**config.mk**
```make
export PLATFORM = sky130hd
export DESIGN_NAME = blink_sequencer
export DESIGN_NICKNAME = d
export VERILOG_FILES = /design/src/rtl/blink_sequencer.sv
export SDC_FILE = /design/constraint.sdc
export NUM_CORES = 1
export LEC_CHECK = 0
export CORE_MARGIN = 2
export CORE_UTILIZATION = 59
export CTS_BUF_LIST = sky130_fd_sc_hd__clkbuf_16
export CTS_CLUSTER_SIZE = 30
export DETAILED_ROUTE_END_ITERATION = 16
export HOLD_SLACK_MARGIN = 0.08
export PLACE_DENSITY_LB_ADDON = 0.1
export SYNTH_ARGS = -nofsm -noshare
export SYNTH_HDL_FRONTEND = slang
export SYNTH_SLANG_ARGS = --single-unit
```
**constraint.sdc**
```tcl
create_clock -name clk -period 2.79 [get_ports clk]
set_clock_uncertainty 0.2 [all_clocks]
set_input_delay 0.279 -clock clk [delete_from_list [all_inputs] [get_ports clk]]
set_output_delay 0.279 -clock clk [all_outputs]
set_load 0.05 [all_outputs]
```
**src/rtl/blink_sequencer.sv**
```systemverilog
// Run/pause/step sequencer for the board LED counter: rate-selectable prescaler,
// up/down LED count with wrap flag, and a heartbeat that toggles on each timed tick.
module blink_sequencer #(
    parameter int TICK_DIV = 50_000_000,
    parameter int NUM_LEDS = 8
) (
    input  logic                clk,
    input  logic                rst,
    input  logic                start,
    input  logic                stop,
    input  logic                step,
    input  logic                dir,
    input  logic [1:0]          rate_sel,
    output logic [NUM_LEDS-1:0] led,
    output logic                tick,
    output logic                wrap,
    output logic                running,
    output logic                blink
);

    localparam int CW = $clog2(TICK_DIV);

    localparam logic [1:0] S_IDLE  = 2'd0;
    localparam logic [1:0] S_RUN   = 2'd1;
    localparam logic [1:0] S_PAUSE = 2'd2;

    logic [1:0]          r_state;
    logic [CW-1:0]       r_presc;
    logic [NUM_LEDS-1:0] r_led;
    logic                r_tick;
    logic                r_wrap;
    logic                r_blink;

    logic [CW-1:0]       w_period_m1;
    logic                w_timed;
    logic [NUM_LEDS-1:0] w_led_next;
    logic                w_wrap_next;

    always_comb begin
        w_period_m1 = CW'(TICK_DIV - 1);
        case (rate_sel)
            2'd0:    w_period_m1 = CW'(TICK_DIV - 1);
            2'd1:    w_period_m1 = CW'(TICK_DIV / 2 - 1);
            2'd2:    w_period_m1 = CW'(TICK_DIV / 4 - 1);
            default: w_period_m1 = CW'(TICK_DIV / 8 - 1);
        endcase
    end

    // >= rather than == so a faster rate_sel never lets the prescaler overrun the new period
    assign w_timed     = (r_presc >= w_period_m1);
    assign w_led_next  = dir ? (r_led - NUM_LEDS'(1)) : (r_led + NUM_LEDS'(1));
    assign w_wrap_next = dir ? (r_led == '0) : (r_led == '1);

    always_ff @(posedge clk or negedge rst) begin
        if (!rst) begin
            r_state <= S_IDLE;
            r_presc <= '0;
            r_led   <= '0;
            r_tick  <= 1'b0;
            r_wrap  <= 1'b0;
            r_blink <= 1'b0;
        end else begin
            r_tick <= 1'b0;
            r_wrap <= 1'b0;
            case (r_state)
                S_IDLE: begin
                    if (stop) begin
                        r_state <= S_IDLE;
                    end else if (start) begin
                        r_state <= S_RUN;
                        r_presc <= '0;
                    end else if (step) begin
                        r_led  <= w_led_next;
                        r_tick <= 1'b1;
                        r_wrap <= w_wrap_next;
                    end
                end
                S_RUN: begin
                    if (stop) begin
                        r_state <= S_PAUSE;
                    end else if (w_timed) begin
                        r_presc <= '0;
                        r_led   <= w_led_next;
                        r_tick  <= 1'b1;
                        r_wrap  <= w_wrap_next;
                        r_blink <= ~r_blink;
                    end else begin
                        r_presc <= r_presc + CW'(1);
                    end
                end
                S_PAUSE: begin
                    // Second stop while paused is a full clear back to IDLE
                    if (stop) begin
                        r_state <= S_IDLE;
                        r_presc <= '0;
                        r_led   <= '0;
                        r_blink <= 1'b0;
                    end else if (start) begin
                        r_state <= S_RUN;
                    end else if (step) begin
                        r_led  <= w_led_next;
                        r_tick <= 1'b1;
                        r_wrap <= w_wrap_next;
                    end
                end
                default: begin
                    r_state <= S_IDLE;
                end
            endcase
        end
    end

    assign led     = r_led;
    assign tick    = r_tick;
    assign wrap    = r_wrap;
    assign blink   = r_blink;
    assign running = (r_state == S_RUN);

endmodule

```
==> results.py <==
metrics = {
    "floorplanning": {
        "initial_core_util": 0.605,
        "coreArea_um2": 4660,
        "die_y_um": 73.1,
        "core.rowCount": 25,
        "die_x_um": 73.1,
        "num_io_pins": 20,
        "die-area_um2": 5350,
    },
    "worst_setup_path": {
        "crit_type": "input port to flop",
        "r2r_slack_ns": 0.30,
        "cp_cell_sequence": "clkdlybuf4s50_1, ha_1, a21oi_1, o211ai_1, o41ai_1, buf_4, xor2_1, nor4_1, a211o_1",
        "cp.arrival_ns": 2.48,
        "worstSetupEndpointType": "flop",
        "ff2ff_path_depth": 9,
        "critPathRequiredTime_ns": 2.76,
        "crit_buf_inv": 2,
        "max_stage_delay_ns": 0.59,
        "crit_family": "compound AO/OA/AOI/OAI gates",
        "start_kind": "input port",
        "path_max_fanout": 6,
        "reg2reg_from": "r_presc[6]",
        "timing.rr.end": "r_presc[24]",
        "cp_slowest_cell": "clkdlybuf4s50_1",
    },
    "worst_hold_path": {
        "min_from": "r_presc[1]",
        "whs_path_depth": 2,
        "hp-class": "flop to flop",
        "hold_end": "r_presc[1]",
    },
    "clocking": {
        "cts_num_sinks": 39,
        "htree_levels": 2,
        "clkTransAtPathRegs_ns": 0.06,
        "cts_tree": "done",
        "cts_buffers": 5,
        "cts_root_buf": "clkbuf_16",
        "clkLatencyLatePin_ns": 0.28,
        "cts_max_path_buffers": 2,
    },
    "grt": {
        "grt_max_degree": 40,
        "track_usage": 0.249,
        "grt_pass1_vias": 2216,
        "grt_overflow": 0,
        "antenna_found_initial": 0,
        "grt_pass1_wl_um": 10400,
    },
    "placed_design": {
        "pre_cts_slack_ns": -0.263,
        "dp_hpwl_um": 4530,
        "gp_congestion": 0.856,
        "dpl.cell_count": 392,
        "io_buffers": 19,
    },
    "synthesis": {
        "yosysSeqAreaShare": 0.346,
        "synth_edf_count": 0,
        "yosys-top-cells-area": "dfrtp_1 (35%), ha_1 (13%), xnor2_1 (6.2%), nor2_1 (4.7%), nand3_1 (3.0%)",
        "synthTopCellsByCount": "dfrtp_1 (39), nor2_1 (35), ha_1 (29)",
        "syn_avg_cell_area_um2": 9.37,
        "postSynthCellCount": 301,
        "syn-cell-area_um2": 2820,
        "syn-num-nets": 339,
        "synth_top_cell_by_area": "dfrtp_1",
        "synth-async-reset-ratio": 1.00,
        "synthFlopType": "dfrtp_1",
        "synthMostInstantiatedCell": "dfrtp_1",
        "yosys_warnings": 0,
        "ys_ff_latch": 39,
        "ys_types": 54,
        "netlist.area_leader.share": 0.346,
    },
    "cells_and_area": {
        "final_cells": 401,
        "nFillCells": 336,
        "fin_nets": 385,
        "n_antenna_cell": 0,
        "fin_util": 0.747,
        "drive_gt1_frac": 0.202,
        "syn_to_final_growth_pct": 23.4,
    },
    "power": {
        "leakagePower_nw": 1.57,
        "ir_drop_mv": 0.525,
        "power_mw": 2.22,
        "pwr_density_cell_nw_per_um2": 638,
    },
    "routing": {
        "drt-initial-drc-count": 144,
        "routed_via_density": 5.87,
        "routedWlPerCell_um": 15.6,
        "dr.pass1.iters": 4,
        "drc_errors": 0,
        "ant_nets": 0,
        "wl_um": 6260,
        "dr_total_vias": 2355,
    },
    "timing": {
        "holdWs_ns": 0.330,
        "timing.slew.headroom": 0.430,
        "fin_ws_ns": 0.278,
        "slew_violations": 0,
        "hold_violations": 0,
        "fmax_mhz": 398,
        "rsz0062_at_grt": "false",
        "period_needed_ns": 2.51,
        "post-route-period-util": 0.900,
        "setup_violations": 0,
        "tightest_slew_ns": 0.854,
    },
    "run_status": {
        "outcome": "complete, no violations",
    },
    "flow_run": {
        "maxCapViolations": 0,
    },
}
what timing repair did:
action / 4_1_cts / 5_1_grt
endpoints found under the hold margin: 39 / 0
buffers inserted: 0 / 1
setup endpoints to repair: 3 / 34
resized for setup: 2 / 18
pin swaps: 0 / 6
hold buffers: 1 / 0
routing by layer:
layer  up-vias  global-route usage  part of all wire
met5         -                   0                 0
met4         0              0.0432            0.0046
met3         5              0.0552             0.030
met2        44               0.428              0.50
met1      1131               0.324              0.47
li1       1175                   -                 -
placed cells by master (no fill, tap or decap), types with 3 or more instances in the layout:
cell type,count
a21oi_1,15
a22o_1,7
and3_1,4
buf_4,24
clkbuf_16,5
clkdlybuf4s50_1,16
dfrtp_1,39
ha_1,28
inv_1,15
nand2_1,19
nand3_1,17
nand4_1,11
nor2_1,31
nor2_2,10
nor3_1,9
nor3_2,3
nor4_1,3
nor4_2,3
o21ai_0,8
xnor2_1,20
xor2_1,6
worst register-to-register path: cells and delay by family, from the launching register on:
family / cells / cell delay [ns]
compound gates: 2 / 0.51
fa+ha+maj: 1 / 0.33
buf+inv: 2 / 0.31
flops: 1 / 0.46
simple gates: 4 / 0.62
state kept, by name, summed over array words and instances, names as in the netlist:
name,count
blink,1
led,8
r_presc,26
r_state,2
tick,1
wrap,1
cell families after synthesis:
kind of cell,after synthesis,share of synthesized area
adders and majority gates,30,0.136
and+or+nand+nor,129,0.256
muxes,4,0.0169
buffers and inverters,24,0.0391
DFF,39,0.346
AOI/OAI and AO/OA,49,0.126
xor gates and xnor gates,26,0.0808
worst max-delay path by stage:
stage | depth (start not counted) | endpoint | slack, ns | start
global route | 9 | led[7] | 0.13 | dir
global placement | 11 | led[7] | -0.17 | rate_sel[0]
detailed placement | 11 | led[7] | -0.26 | rate_sel[1]
floorplan | 8 | r_presc[10] | 0.26 | r_state[1]
CTS | 13 | r_presc[24] | 0.002 | rate_sel[0]
finish | 9 | led[7] | 0.28 | dir
per-stage QoR:
| step | cell area, um^2 | setup TNS, ns |
|---|---|---|
| after global placement | 3230 | -4.02 |
| after floorplan | 2820 | 0 |
| after detailed placement | 3230 | -6.56 |
| after global routing | 3480 | 0 |
| final | 3480 | 0 |
| after CTS | 3410 | 0 |
area by class of cell:
cell class              instances  area [um^2]  share of cell area
flip-flops and latches         39          976               0.280
well taps                      54         67.6              0.0194
repair buffers                 46          412               0.118
multi-input cells             238         1800               0.517
inverters                      17         63.8              0.0183
clock inverters                 2         37.5              0.0108
clock buffers                   5          125              0.0360
power by group:
part	leakage, nW	switching [mW]	internal [mW]	total, mW
Combinational	0.958	0.496	0.378	0.874
Clock	0.0759	0.219	0.416	0.635
Sequential	0.535	0.0880	0.622	0.710
No activity file was read; power rests on OpenSTA's default activity.
